--- src/rtl/fetch_line_buffer_if.sv ---
// rtl/fetch_line_buffer_if.sv - bus request/response and decoder handshake bundle for fetch_line_buffer
interface fetch_line_buffer_if #(
  parameter int BUS_DATA_WIDTH = 64,
  parameter int BUS_TAG_WIDTH  = 13
);
  logic                      bus_reqcyc;
  logic [63:0]               bus_req;
  logic [BUS_TAG_WIDTH-1:0]  bus_reqtag;
  logic                      bus_reqack;
  logic                      bus_respcyc;
  logic [BUS_DATA_WIDTH-1:0] bus_resp;
  logic [BUS_TAG_WIDTH-1:0]  bus_resptag;
  logic                      bus_respack;
  logic                      inst_valid;
  logic [31:0]               inst_data;
  logic [63:0]               inst_pc;
  logic                      inst_ready;
  logic                      redirect_valid;
  logic [63:0]               redirect_pc;

  modport master (
    output bus_reqcyc, bus_req, bus_reqtag, bus_respack,
    output inst_valid, inst_data, inst_pc,
    input  bus_reqack, bus_respcyc, bus_resp, bus_resptag,
    input  inst_ready, redirect_valid, redirect_pc
  );

  modport slave (
    input  bus_reqcyc, bus_req, bus_reqtag, bus_respack,
    input  inst_valid, inst_data, inst_pc,
    output bus_reqack, bus_respcyc, bus_resp, bus_resptag,
    output inst_ready, redirect_valid, redirect_pc
  );
endinterface

--- src/rtl/fetch_line_buffer.sv ---
// rtl/fetch_line_buffer.sv - line-based instruction fetch: bus line reads into a 16-slot buffer, one instruction per cycle out
module fetch_line_buffer #(
  parameter int BUS_DATA_WIDTH = 64,
  parameter int BUS_TAG_WIDTH  = 13,
  parameter int LINE_BYTES     = 64
) (
  input  logic                clk,
  input  logic                reset,
  input  logic [63:0]         entry,
  fetch_line_buffer_if.master bus,
  output logic                halted
);
  localparam int BEATS    = LINE_BYTES * 8 / BUS_DATA_WIDTH;
  localparam int SLOTS    = LINE_BYTES / 4;
  localparam int OFF_BITS = $clog2(LINE_BYTES);
  localparam int SLOT_W   = OFF_BITS - 2;
  localparam int BEAT_W   = $clog2(BEATS);

  localparam logic       SYSBUS_READ   = 1'b1;
  localparam logic [3:0] SYSBUS_MEMORY = 4'b0001;
  localparam logic [BUS_TAG_WIDTH-1:0] REQ_TAG =
    BUS_TAG_WIDTH'({SYSBUS_READ, SYSBUS_MEMORY, 8'h00});

  typedef enum logic [1:0] {S_REQ, S_RECV, S_DRAIN, S_HALT} state_t;

  state_t              state_q, state_d;
  logic [63:0]         fetch_pc_q, fetch_pc_d;
  logic [63:0]         req_addr_q, req_addr_d;
  logic                reqcyc_q, reqcyc_d;
  logic                respack_q, respack_d;
  logic                halted_q, halted_d;
  logic                discard_q, discard_d;
  logic [BEAT_W-1:0]   beat_q, beat_d;
  logic                buf_we;
  logic [31:0]         line_buf [SLOTS];
  logic [SLOT_W-1:0]   slot;
  logic [31:0]         cur_word;
  logic                inst_valid;
  logic                unused_bits;

  // fetch_pc always tracks the next instruction, so its offset bits are the slot pointer
  assign slot     = fetch_pc_q[OFF_BITS-1:2];
  assign cur_word = line_buf[slot];

  always_ff @(posedge clk) begin
    if (reset) begin
      state_q    <= S_REQ;
      fetch_pc_q <= entry;
      req_addr_q <= '0;
      reqcyc_q   <= 1'b0;
      respack_q  <= 1'b0;
      halted_q   <= 1'b0;
      discard_q  <= 1'b0;
      beat_q     <= '0;
    end else begin
      state_q    <= state_d;
      fetch_pc_q <= fetch_pc_d;
      req_addr_q <= req_addr_d;
      reqcyc_q   <= reqcyc_d;
      respack_q  <= respack_d;
      halted_q   <= halted_d;
      discard_q  <= discard_d;
      beat_q     <= beat_d;
    end
  end

  always_ff @(posedge clk) begin
    if (buf_we) begin
      line_buf[{beat_q, 1'b0}] <= bus.bus_resp[31:0];
      line_buf[{beat_q, 1'b1}] <= bus.bus_resp[63:32];
    end
  end

  always_comb begin
    state_d    = state_q;
    fetch_pc_d = fetch_pc_q;
    req_addr_d = req_addr_q;
    reqcyc_d   = 1'b0;
    respack_d  = 1'b0;
    halted_d   = halted_q;
    discard_d  = discard_q;
    beat_d     = beat_q;
    buf_we     = 1'b0;

    case (state_q)
      S_REQ: begin
        if (reqcyc_q && bus.bus_reqack) begin
          state_d = S_RECV;
          beat_d  = '0;
        end else begin
          reqcyc_d = 1'b1;
          // address is latched once so it holds steady even if fetch_pc is redirected mid-request
          if (!reqcyc_q) req_addr_d = {fetch_pc_q[63:OFF_BITS], {OFF_BITS{1'b0}}};
        end
      end
      S_RECV: begin
        if (bus.bus_respcyc) begin
          buf_we    = 1'b1;
          respack_d = 1'b1;
          beat_d    = beat_q + 1'b1;
          if (beat_q == BEAT_W'(BEATS - 1)) begin
            discard_d = 1'b0;
            state_d   = discard_q ? S_REQ : S_DRAIN;
          end
        end
      end
      S_DRAIN: begin
        if (cur_word == 32'h0) begin
          state_d  = S_HALT;
          halted_d = 1'b1;
        end else if (bus.inst_ready) begin
          fetch_pc_d = fetch_pc_q + 64'd4;
          if (slot == SLOT_W'(SLOTS - 1)) state_d = S_REQ;
        end
      end
      S_HALT: begin
      end
      default: state_d = S_REQ;
    endcase

    // Redirect overrides everything except an in-flight bus transaction, which is finished and discarded
    if (bus.redirect_valid) begin
      fetch_pc_d = bus.redirect_pc;
      halted_d   = 1'b0;
      case (state_q)
        S_REQ: begin
          if (reqcyc_q) discard_d = 1'b1;
          else req_addr_d = {bus.redirect_pc[63:OFF_BITS], {OFF_BITS{1'b0}}};
        end
        S_RECV: begin
          if (bus.bus_respcyc && beat_q == BEAT_W'(BEATS - 1)) begin
            discard_d = 1'b0;
            state_d   = S_REQ;
          end else begin
            discard_d = 1'b1;
          end
        end
        default: state_d = S_REQ;
      endcase
    end
  end

  assign inst_valid      = (state_q == S_DRAIN) && (cur_word != 32'h0);
  assign bus.inst_valid  = inst_valid;
  assign bus.inst_data   = inst_valid ? cur_word : 32'h0;
  assign bus.inst_pc     = inst_valid ? {fetch_pc_q[63:2], 2'b00} : 64'h0;
  assign bus.bus_reqcyc  = reqcyc_q;
  assign bus.bus_req     = reqcyc_q ? req_addr_q : 64'h0;
  assign bus.bus_reqtag  = reqcyc_q ? REQ_TAG : '0;
  assign bus.bus_respack = respack_q;
  assign halted          = halted_q;

  assign unused_bits = ^{bus.bus_resptag, fetch_pc_q[1:0]};
endmodule

--- src/flat_wrapper.sv ---
// flat-port wrapper written by rule: the top's interface ports become plain ports
module fetch_line_buffer_flat 
#(
  parameter int BUS_DATA_WIDTH = 64,
  parameter int BUS_TAG_WIDTH  = 13,
  parameter int LINE_BYTES     = 64
)
  (clk, reset, entry, halted, bus_bus_reqcyc, bus_bus_req, bus_bus_reqtag, bus_bus_respack, bus_inst_valid, bus_inst_data, bus_inst_pc, bus_bus_reqack, bus_bus_respcyc, bus_bus_resp, bus_bus_resptag, bus_inst_ready, bus_redirect_valid, bus_redirect_pc);
  fetch_line_buffer_if #(.BUS_DATA_WIDTH(BUS_DATA_WIDTH), .BUS_TAG_WIDTH(BUS_TAG_WIDTH)) bus_i ();
  input  logic clk;
  input  logic reset;
  input  logic [63:0] entry;
  output logic halted;
  output wire logic [$bits(bus_i.bus_reqcyc)-1:0] bus_bus_reqcyc;
  output wire logic [$bits(bus_i.bus_req)-1:0] bus_bus_req;
  output wire logic [$bits(bus_i.bus_reqtag)-1:0] bus_bus_reqtag;
  output wire logic [$bits(bus_i.bus_respack)-1:0] bus_bus_respack;
  output wire logic [$bits(bus_i.inst_valid)-1:0] bus_inst_valid;
  output wire logic [$bits(bus_i.inst_data)-1:0] bus_inst_data;
  output wire logic [$bits(bus_i.inst_pc)-1:0] bus_inst_pc;
  input wire logic [$bits(bus_i.bus_reqack)-1:0] bus_bus_reqack;
  input wire logic [$bits(bus_i.bus_respcyc)-1:0] bus_bus_respcyc;
  input wire logic [$bits(bus_i.bus_resp)-1:0] bus_bus_resp;
  input wire logic [$bits(bus_i.bus_resptag)-1:0] bus_bus_resptag;
  input wire logic [$bits(bus_i.inst_ready)-1:0] bus_inst_ready;
  input wire logic [$bits(bus_i.redirect_valid)-1:0] bus_redirect_valid;
  input wire logic [$bits(bus_i.redirect_pc)-1:0] bus_redirect_pc;
  assign bus_bus_reqcyc = bus_i.bus_reqcyc;
  assign bus_bus_req = bus_i.bus_req;
  assign bus_bus_reqtag = bus_i.bus_reqtag;
  assign bus_bus_respack = bus_i.bus_respack;
  assign bus_inst_valid = bus_i.inst_valid;
  assign bus_inst_data = bus_i.inst_data;
  assign bus_inst_pc = bus_i.inst_pc;
  assign bus_i.bus_reqack = bus_bus_reqack;
  assign bus_i.bus_respcyc = bus_bus_respcyc;
  assign bus_i.bus_resp = bus_bus_resp;
  assign bus_i.bus_resptag = bus_bus_resptag;
  assign bus_i.inst_ready = bus_inst_ready;
  assign bus_i.redirect_valid = bus_redirect_valid;
  assign bus_i.redirect_pc = bus_redirect_pc;
  fetch_line_buffer #(.BUS_DATA_WIDTH(BUS_DATA_WIDTH), .BUS_TAG_WIDTH(BUS_TAG_WIDTH), .LINE_BYTES(LINE_BYTES)) u_core (.clk(clk), .reset(reset), .entry(entry), .bus(bus_i), .halted(halted));
endmodule
--- config.mk ---
export PLATFORM = sky130hd
export DESIGN_NAME = fetch_line_buffer_flat
export DESIGN_NICKNAME = d
export VERILOG_FILES = /design/src/rtl/fetch_line_buffer_if.sv /design/src/rtl/fetch_line_buffer.sv /design/src/flat_wrapper.sv
export SDC_FILE = /design/constraint.sdc
export NUM_CORES = 1
export LEC_CHECK = 0
export BUFFER_PORTS_ARGS = -buffer_cell sky130_fd_sc_hd__buf_2
export CAP_MARGIN = 30
export CORE_MARGIN = 3
export CORE_UTILIZATION = 52
export CTS_CLUSTER_DIAMETER = 120
export DETAILED_ROUTE_END_ITERATION = 7
export PLACE_DENSITY = 0.86
export SLEW_MARGIN = 20
export SYNTH_ARGS = -nofsm -noshare
export SYNTH_HDL_FRONTEND = slang
export SYNTH_SLANG_ARGS = --single-unit
--- constraint.sdc ---
create_clock -name clk -period 5.6 [get_ports clk]
set_input_delay 0.28 -clock clk [delete_from_list [all_inputs] [get_ports clk]]
set_output_delay 0.28 -clock clk [all_outputs]
set_load 0.05 [all_outputs]
==> results of run 1 <==
worst register-to-register path, delay by kind of cell, from the launching register on:
kind / cells / cell delay (ns)
buf+inv: 6 / 1.98
simple gates: 3 / 0.48
compound gates: 3 / 1.27
flops: 1 / 0.41
mux: 1 / 0.11
final timing paths:
path,endpoint,from,cells after the start,slack (ns)
hold reg to reg,u_core.req_addr_q[1]$_SDFF_PP0_,u_core.req_addr_q[1]$_SDFF_PP0_,1,0.45
setup reg to reg,u_core.fetch_pc_q[58]$_DFFE_PP_,register,13,0.94
hold / removal,u_core.req_addr_q[57]$_SDFF_PP0_,bus_redirect_pc[57],3,0.04
setup / recovery,bus_inst_pc[30],register,12,0.50
per-stage QoR:
stage	worst slack (ns)	total power (uW)	hold slack (ns)	instances	util, %
4_1_cts	0.4558	11530	0.0007219	3044	64.54
3_3_place_gp	1.109	6910	0.4339	2783	57.63
2_1_floorplan	0.03151	6529	0.3789	1837	-
3_5_place_dp	0.9434	6969	0.4405	2786	57.75
5_1_grt	0.3298	11850	0.02460	3058	64.88
6_report	0.5030	11510	0.03683	3058	64.88
power groups by stage:
stage / Clock, uW / Sequential, uW / Combinational [uW]
4_1_cts: 4560 / 5580 / 1390
3_3_place_gp: 0 / 5670 / 1240
3_5_place_dp: 0 / 5680 / 1290
5_1_grt: 4750 / 5580 / 1520
6_report: 4520 / 5560 / 1430
2_1_floorplan: 0 / 5590 / 938
cell usage after synthesis, types with 15 or more instances:
| cell | n |
|---|---|
| dfxtp_1 | 77 |
| buf_4 | 23 |
| a211oi_1 | 55 |
| xor2_1 | 31 |
| mux4_2 | 130 |
| xnor2_1 | 28 |
| nand3_1 | 24 |
| buf_1 | 16 |
| a221oi_1 | 16 |
| and3_1 | 98 |
| a21oi_1 | 49 |
| clkbuf_1 | 81 |
| nand4_1 | 15 |
| and2_1 | 74 |
| mux2i_1 | 96 |
| a22oi_1 | 16 |
| edfxtp_1 | 574 |
| nor2_1 | 135 |
| o21ai_0 | 65 |
| nand2_1 | 108 |
cell families (layout without fill, tap and decap cells):
| group | Yosys count | in the layout | share of synthesized area (%) |
|---|---|---|---|
| DFF | 651 | 651 | 67.09 |
| and+or+nand+nor | 511 | 511 | 9.200 |
| muxes | 235 | 235 | 14.26 |
| AOI/OAI and AO/OA | 224 | 224 | 5.155 |
| buffers and inverters | 141 | 666 | 2.302 |
| xor gates and xnor gates | 59 | 59 | 1.846 |
| adders and majority gates | 3 | 3 | 0.1341 |
| other | 1 | 21 | 0.01340 |
per-layer routing:
layer / GRT usage [%] / vias up / part of all wire, % / wire [microns]
met2: 46.73 / 1259 / 50 / 39870
met4: 12.00 / 6 / 4.3 / 3428
met5: 0 / - / 0.052 / 41
met1: 34.24 / 9355 / 36 / 28580
li1: - / 8072 / - / -
met3: 5.999 / 194 / 9.5 / 7507
flip-flops by register name, summed over array words and instances, names as in the netlist, named ones only:
register and flops:
u_core.bus.bus_reqcyc 1, u_core.req_addr_q 64, u_core.fetch_pc_q 62, u_core.state_q 2
u_core.discard_q 1, u_core.halted 1, u_core.line_buf 512, u_core.bus.bus_respack 1
u_core.beat_q 3
final cells by class:
class	instances	share of cell area, %
diodes	8	0.05837
clock buffers	85	5.333
clock inverters	36	1.131
inverters	8	0.08755
multi-input cells	1045	25.32
flip-flops and latches	651	54.78
well taps	688	2.510
repair buffers	537	10.78
==> reports/results.ini, run 1 <==
[die]
die_h_microns = 238
die-area_sq_mm = 0.05664
ios = 388
initial_core_util_pct = 52.94
core_sq_mm = 0.05287
die_w_microns = 238
rows = 84

[setup_path]
crit_path_max_fanout = 50
worst_ep_required_time_ns = 5.32
path_buf_inv = 5
cpLargestDelayFamily = buffers and inverters
startpoint_type = register
cp_slowest_cell = o21ai_0
crit_arrival_ns = 4.82
slowest_delay_ns = 0.63
crit_path_frequent_cell = buf_4
cp_cell_sequence = buf_12, buf_4, buf_4, mux2i_1, a221oi_1, nor2_1, o21ai_0, nor3_1, nand4_1, buf_4, and3_1, buf_2
cp-end-kind = output pin
worstSetupPathType = register to output pin

[worst_hold_path]
hp-class = input pin to register

[route]
initialDrtViolationCount = 1779
via_count = 18890
wl_microns = 79430
postRouteAntennaNets = 0
wl_per_cell_microns = 25.97
via_per_inst = 6.176
drc = 0
drtPass1Iterations = 7

[synth]
netlist-cell-type-count = 48
asyncSetResetFlopFracSynth_pct = 0
yosys_warnings = 0
synth_edf_count = 574
syn-cell-area_sq_mm = 0.02799
syn_inst = 1825
synthTopCellsByArea = edfxtp_1 62%, mux4_2 10%, dfxtp_1 5.5%, mux2i_1 3.4%, and3_1 2.2%
yosys_most_used_dff = edfxtp_1
syn_area_per_cell_sq_um = 15.34
yosys.area.top_type = edfxtp_1
ys_ff_latch = 651
ys_seq_area_share_pct = 67.09
synth_top_area_share_pct = 61.59

[global_route]
antenna_found_initial = 12
grt_max_degree = 82
grt_usage_pct = 27.47
grt_pass1_wl_microns = 117600
grt_pass1_vias = 19090
gr-total-overflow = 0

[clocking]
cts-root-buf = clkbuf_16
h-tree-depth = 3
cts_resized = 0
clock_latency_ns = 0.63
cts_buffer_depth = 3
cts.clk_slew.worst_paths_ns = 0.06
cts_buffers = 70
cts_setup_buffers = 0
numClockSinks = 651
cts_hold_buf = 137
cts_tree = done

[final_layout]
regArea_sq_mm = 0.01879
multi_input_area_sq_mm = 0.008685
layout_common_cells = 574 x edfxtp_1, 355 x buf_2, 137 x dlygate4sd3_1
fin_nets = 2527
fin_area_sq_mm = 0.03430
n_fill_cell = 3498
final_common_cell = edfxtp_1
syn_to_final_growth_pct = 22.54
drive_above_1_share_pct = 27.65

[timing]
slew_headroom_pct = 35.22
hold_violations = 0
slew_viol_final = 0
skew_ns = 0.04176
period_minus_slack_ns = 5.097
post-route-period-util_pct = 91.02
setup-tns-final_ns = 0
rsz0062_at_grt = no
setup_viol = 0
max_freq_mhz = 196.2
worstMarginPinSlew_ns = 0.9695

[run_status]
status = finished clean

[power_and_ir_drop]
p_seq_share_pct = 48.3
p_comb_share_pct = 12.4
power.share.clock_pct = 39.3
internal_power_uw = 8575
power.leakage_uw = 0.01286
ir_drop_mv = 0.3302
p_per_area_mw_per_mm2 = 335.7
switching_share_pct = 25.51
switching_power_uw = 2937

[placement]
hpwl_microns = 47040
place_area_sq_mm = 0.03053
gp_congestion = 0.9028
io_buffers = 357

[job]
cap_violations = 0

No activity file was read; power rests on OpenSTA's default activity.
==> run 2: changes to the inputs <==
--- a/config.mk
+++ b/config.mk
@@ -11,6 +11,7 @@
 export CORE_UTILIZATION = 52
 export CTS_CLUSTER_DIAMETER = 120
 export DETAILED_ROUTE_END_ITERATION = 7
+export MAX_ROUTING_LAYER = met4
 export PLACE_DENSITY = 0.86
 export SLEW_MARGIN = 20
 export SYNTH_ARGS = -nofsm -noshare
==> reports/results.ini, run 2 (synthesis gave the netlist of run 1 again) <==
[run_status]
status = finished clean

[clocking]
cts_tree = done
cts-root-buf = clkbuf_16
cts_buffer_depth = 3  ; unchanged
h-tree-depth = 3  ; unchanged
clock_latency_ns = 0.63  ; about the same
cts.clk_slew.worst_paths_ns = 0.06  ; about the same
cts_buffers = 70  ; unchanged
numClockSinks = 651  ; unchanged

[setup_path]
r2r_cells = 13  ; unchanged
cp_cell_sequence = buf_12, buf_4, buf_4, mux2i_1, a221oi_1, nor2_1, o21ai_0, nor3_1, nand4_1, buf_4, and3_1, buf_2
cp_slowest_cell = o21ai_0
worstSetupPathType = register to output pin
slowest_delay_ns = 0.63  ; about the same
worst_ep_required_time_ns = 5.32  ; about the same
crit_arrival_ns = 4.81  ; about the same
cpLargestDelayFamily = buffers and inverters
path_buf_inv = 5  ; unchanged
startpoint_type = register
cp-end-kind = output pin
crit_path_max_fanout = 50  ; unchanged
r2r_slack_ns = 0.93  ; about the same
crit_path_frequent_cell = buf_4
r2r_end = u_core.fetch_pc_q[58]$_DFFE_PP_

[timing]
post-route-period-util_pct = 90.87  ; -0.15 points
max_freq_mhz = 196.5  ; +0.17%
rsz0062_at_grt = no
hold_violations = 0  ; unchanged
setup-tns-final_ns = 0  ; unchanged
period_minus_slack_ns = 5.089  ; -0.008425 ns
setup_viol = 0  ; unchanged
slew_viol_final = 0  ; unchanged
skew_ns = 0.03906  ; -0.002696 ns
worstMarginPinSlew_ns = 0.9620  ; -0.007507 ns
slew_headroom_pct = 35.87  ; +0.65 points

[final_layout]
final_util_pct = 64.87  ; about the same
layout_common_cells = 574 x edfxtp_1, 355 x buf_2, 137 x dlygate4sd3_1
drive_above_1_share_pct = 27.65  ; unchanged
fin_nets = 2527  ; unchanged
syn_to_final_growth_pct = 22.53  ; about the same
instances_no_fill = 3062  ; +0.13%
n_fill_cell = 3497  ; -0.029%
regMostFlops = u_core.line_buf
largest_registers = u_core.line_buf (512), u_core.req_addr_q (64), u_core.fetch_pc_q (62)
final_common_cell = edfxtp_1
fin_area_sq_mm = 0.03429  ; about the same
largest_reg_flops = 512  ; unchanged

[route]
drc = 0  ; unchanged
wl_per_cell_microns = 26.13  ; +0.61%
via_per_inst = 6.179  ; about the same
wl_microns = 80020  ; +0.75%
postRouteAntennaNets = 0  ; unchanged
drtPass1Iterations = 7  ; unchanged
via_count = 18920  ; +0.19%
initialDrtViolationCount = 2043  ; +15%

[power_and_ir_drop]
p_comb_share_pct = 12.5  ; about the same
switching_power_uw = 2944  ; +0.21%
p_per_area_mw_per_mm2 = 335.9  ; about the same
power.share.clock_pct = 39.3  ; about the same
p_seq_share_pct = 48.3  ; about the same
switching_share_pct = 25.55  ; +0.039 points
power.leakage_uw = 0.01285  ; about the same
power_uw = 11520  ; about the same
ir_drop_mv = 0.3303  ; about the same
internal_power_uw = 8576  ; about the same

[die]
die_w_microns = 238  ; unchanged
die_h_microns = 238  ; unchanged
die-area_sq_mm = 0.05664  ; unchanged
ios = 388  ; unchanged
core_sq_mm = 0.05287  ; unchanged
rows = 84  ; unchanged
initial_core_util_pct = 52.94  ; unchanged

[worst_hold_path]
hold_path.startpoint = bus_redirect_pc[57]
hold_path_depth = 3  ; unchanged
whs_endpoint = u_core.req_addr_q[57]$_SDFF_PP0_
hp-class = input pin to register

[job]
cap_violations = 0  ; unchanged

[placement]
dp_cells = 2786  ; unchanged
gp_congestion = 0.9182  ; +1.7%
io_buffers = 357  ; unchanged
hpwl_microns = 47040  ; unchanged
place_area_sq_mm = 0.03053  ; unchanged

[global_route]
grt_pass1_wl_microns = 117400  ; -0.16%
grt_max_degree = 82  ; unchanged
gr-total-overflow = 0  ; unchanged
grt_usage_pct = 28.29  ; +0.82 points
antenna_found_initial = 13  ; +1
grt_pass1_vias = 19100  ; +0.026%

run 2: changes by cell type in the layout (fill, tap and decap cells not counted), sizes merged:
cell   change
diode      +4
run 2: how the worst max path moves through the flow:
stage | from | end | slack (ns) | cells past startpoint
final | register | bus_inst_pc[48] | 0.51 | 12
after global placement | register | u_core.fetch_pc_q[58]$_DFFE_PP_ | 1.11 | 11
after floorplan | u_core.state_q[0]$_SDFF_PP0_ | u_core.line_buf[2][0]$_DFFE_PP_ | 0.03 | 4
after detailed placement | register | u_core.fetch_pc_q[58]$_DFFE_PP_ | 0.94 | 11
after global routing | register | bus_inst_data[15] | 0.32 | 12
after CTS | register | bus_inst_data[3] | 0.46 | 10
run 2: power groups by stage:
stage	Clock [uW]	Sequential, uW	Combinational, uW
2_1_floorplan	0	5590	938
4_1_cts	4560	5580	1390
3_5_place_dp	0	5680	1290
6_report	4520	5560	1430
3_3_place_gp	0	5670	1240
5_1_grt	4750	5570	1530
run 2: routing by layer:
metal	part of all wire, %	GRT usage (%)	vias up
met5	0	-	-
met4	3.9	12.50	0
met3	8.8	5.871	177
met2	51	46.59	1259
met1	36	34.12	9432
li1	-	-	8053
run 2: final cells by class:
class | instances | area (sq um) | area share, %
flip-flops and latches | 651 | 18790 | 54.79
multi-input cells | 1045 | 8685 | 25.32
repair buffers | 537 | 3682 | 10.74
clock buffers | 85 | 1829 | 5.334
well taps | 688 | 860.8 | 2.510
clock inverters | 36 | 387.9 | 1.131
inverters | 8 | 30.03 | 0.08757
diodes | 12 | 30.03 | 0.08757
run 2: per-stage QoR:
| step | setup WS [ns] | hold slack [ns] |
|---|---|---|
| after floorplan | 0.03151 | 0.3789 |
| after global placement | 1.109 | 0.4339 |
| after detailed placement | 0.9434 | 0.4405 |
| after CTS | 0.4558 | 0.0007219 |
| after global routing | 0.3177 | 0.02537 |
| final | 0.5115 | 0.04056 |
run 2: worst register-to-register path, stage by stage (launching register included):
cell and delay, ns:
dfxtp_4 0.41, buf_12 0.28, buf_4 0.48, buf_4 0.30, mux2i_1 0.11, a221oi_1 0.39
nor2_1 0.09, o21ai_0 0.63, nor3_1 0.17, nand4_1 0.22, buf_4 0.48, a31oi_4 0.24
inv_2 0.11, buf_12 0.32
run 2: what timing repair did:
action,4_1_cts,5_1_grt
hold buffers,137,0
gates resized for setup,0,0
buffers inserted,0,0
endpoints found under the setup margin,0,0
hold endpoints to repair,587,0
==> run 3: changes to the inputs <==
--- a/config.mk
+++ b/config.mk
@@ -9,6 +9,7 @@
 export CAP_MARGIN = 30
 export CORE_MARGIN = 3
 export CORE_UTILIZATION = 52
+export CTS_BUF_LIST = sky130_fd_sc_hd__clkbuf_16
 export CTS_CLUSTER_DIAMETER = 120
 export DETAILED_ROUTE_END_ITERATION = 7
 export MAX_ROUTING_LAYER = met4
==> reports/results.ini, run 3 (synthesis gave the netlist of run 1 again) <==
[clocking]
h-tree-depth = 3  ; unchanged
cts_buffer_depth = 3  ; unchanged
cts-root-buf = clkbuf_16
clock_latency_ns = 0.63  ; about the same
numClockSinks = 651  ; unchanged
cts_tree = done
cts.clk_slew.worst_paths_ns = 0.06  ; about the same
cts_hold_buf = 137  ; unchanged
cts_buffers = 70  ; unchanged
cts_setup_buffers = 0  ; unchanged
cts_resized = 0  ; unchanged

[die]
core_sq_mm = 0.05287  ; unchanged
ios = 388  ; unchanged
die_w_microns = 238  ; unchanged
initial_core_util_pct = 52.94  ; unchanged
die-area_sq_mm = 0.05664  ; unchanged
die_h_microns = 238  ; unchanged
rows = 84  ; unchanged

[timing]
rsz0062_at_grt = no
skew_ns = 0.03861  ; -0.0004508 ns
period_minus_slack_ns = 5.038  ; -0.05070 ns
worstMarginPinSlew_ns = 0.9546  ; -0.007345 ns
max_freq_mhz = 198.5  ; +1.0%
worst_hold_slack_ns = 0.03769  ; -0.002876 ns
slew_viol_final = 0  ; unchanged
post-route-period-util_pct = 89.96  ; -0.91 points
slew_headroom_pct = 36.36  ; +0.49 points
hold_violations = 0  ; unchanged
setup-tns-final_ns = 0  ; unchanged
setup_viol = 0  ; unchanged

[route]
via_per_inst = 6.166  ; -0.21%
postRouteAntennaNets = 0  ; unchanged
initialDrtViolationCount = 2068  ; +1.2%
drc = 0  ; unchanged
via_count = 18890  ; -0.18%
wl_per_cell_microns = 26.04  ; -0.35%
drtPass1Iterations = 5  ; -2
wl_microns = 79770  ; -0.32%

[global_route]
grt_pass1_vias = 19100  ; +0.026%
antenna_found_initial = 13  ; unchanged
grt_usage_pct = 28.28  ; about the same
grt_pass1_wl_microns = 117400  ; about the same
grt_max_degree = 82  ; unchanged
gr-total-overflow = 0  ; unchanged

[setup_path]
worst_ep_required_time_ns = 5.32  ; about the same
r2r_cells = 13  ; unchanged
r2r_end = u_core.fetch_pc_q[58]$_DFFE_PP_
crit_path_max_fanout = 50  ; unchanged
r2r_slack_ns = 0.99  ; +0.06 ns
cp-end-kind = output pin
startpoint_type = register
crit_arrival_ns = 4.76  ; -0.05 ns
worstSetupPathType = register to output pin

[final_layout]
layout_common_cells = 574 x edfxtp_1, 355 x buf_2, 137 x dlygate4sd3_1
final_common_cell = edfxtp_1
multi_input_area_sq_mm = 0.008685  ; unchanged
n_fill_cell = 3493  ; -0.11%
regMostFlops = u_core.line_buf
syn_to_final_growth_pct = 22.56  ; about the same
drive_above_1_share_pct = 27.65  ; unchanged
fin_nets = 2527  ; unchanged
final_util_pct = 64.89  ; about the same
instances_no_fill = 3063  ; +0.033%
largest_reg_flops = 512  ; unchanged
largest_registers = u_core.line_buf (512), u_core.req_addr_q (64), u_core.fetch_pc_q (62)
regArea_sq_mm = 0.01879  ; unchanged

[power_and_ir_drop]
ir_drop_mv = 0.3305  ; about the same
power.share.clock_pct = 39.1  ; -0.2 points
internal_power_uw = 8549  ; -0.30%
p_per_area_mw_per_mm2 = 334.7  ; -0.35%
p_comb_share_pct = 12.5  ; about the same
switching_share_pct = 25.54  ; about the same
switching_power_uw = 2933  ; -0.37%
power.leakage_uw = 0.01291  ; +0.48%
p_seq_share_pct = 48.4  ; about the same

[worst_hold_path]
hold_path.startpoint = bus_redirect_pc[57]
hp-class = input pin to register
hold_path_depth = 3  ; unchanged
whs_endpoint = u_core.req_addr_q[57]$_SDFF_PP0_

[placement]
dp_cells = 2786  ; unchanged
io_buffers = 357  ; unchanged
gp_congestion = 0.9182  ; unchanged
hpwl_microns = 47040  ; unchanged

[job]
cap_violations = 0  ; unchanged

[run_status]
status = finished clean

## run 3: cell types whose count changed in the layout (fill, tap and decap cells not counted), sizes merged
cell    delta
clkbuf    -14
diode      +1
inv       +14
## run 3: final cells by class
| class | count | area share [%] |
|---|---|---|
| multi-input combinational | 1045 | 25.32 |
| clock inverter | 50 | 1.284 |
| timing repair buffer | 537 | 10.76 |
| antenna | 13 | 0.09484 |
| clock buffer | 71 | 5.179 |
| inverter | 8 | 0.08754 |
| sequential | 651 | 54.77 |
| tap | 688 | 2.509 |
## run 3: how the worst max path moves through the flow
stage	from	to	slack, ns
4_1_cts	register	bus_inst_data[3]	0.46
2_1_floorplan	u_core.state_q[0]$_SDFF_PP0_	u_core.line_buf[2][0]$_DFFE_PP_	0.03
6_report	register	bus_inst_pc[30]	0.56
3_3_place_gp	register	u_core.fetch_pc_q[58]$_DFFE_PP_	1.11
3_5_place_dp	register	u_core.fetch_pc_q[58]$_DFFE_PP_	0.94
5_1_grt	register	bus_inst_data[15]	0.28
## run 3: metrics by stage
step / worst slack (ns) / total power [uW] / cell area, sq um
floorplan: 0.03151 / 6529 / 28040
global placement: 1.109 / 6910 / 30460
detailed placement: 0.9434 / 6969 / 30530
CTS: 0.4558 / 11500 / 34120
global route: 0.2763 / 11830 / 34300
finish: 0.5622 / 11480 / 34300
## run 3: metal layers
| layer | global-route usage, % | up-vias | share of wire [%] |
|---|---|---|---|
| met4 | 12.50 | 0 | 4.0 |
| met3 | 5.871 | 183 | 8.8 |
| met1 | 34.01 | 9414 | 36 |
| met2 | 46.67 | 1237 | 51 |
| li1 | - | 8053 | - |
| met5 | - | - | 0 |
## run 3: power by group through the flow
stage / sequential [uW] / clock (uW) / combinational (uW)
global placement: 5670 / 0 / 1240
detailed placement: 5680 / 0 / 1290
CTS: 5580 / 4540 / 1390
finish: 5560 / 4490 / 1440
floorplan: 5590 / 0 / 938
global route: 5570 / 4730 / 1530
## run 3: worst max-delay path, cell delays in order, from the launching register on
cell      delay, ns
dfxtp_4        0.41
buf_12         0.28
buf_4          0.46
buf_4          0.29
mux2i_1        0.10
a221oi_1       0.38
nor2_1         0.08
o21ai_0        0.60
nor3_1         0.17
nand4_1        0.22
buf_4          0.48
and3_1         0.29
buf_2          0.28
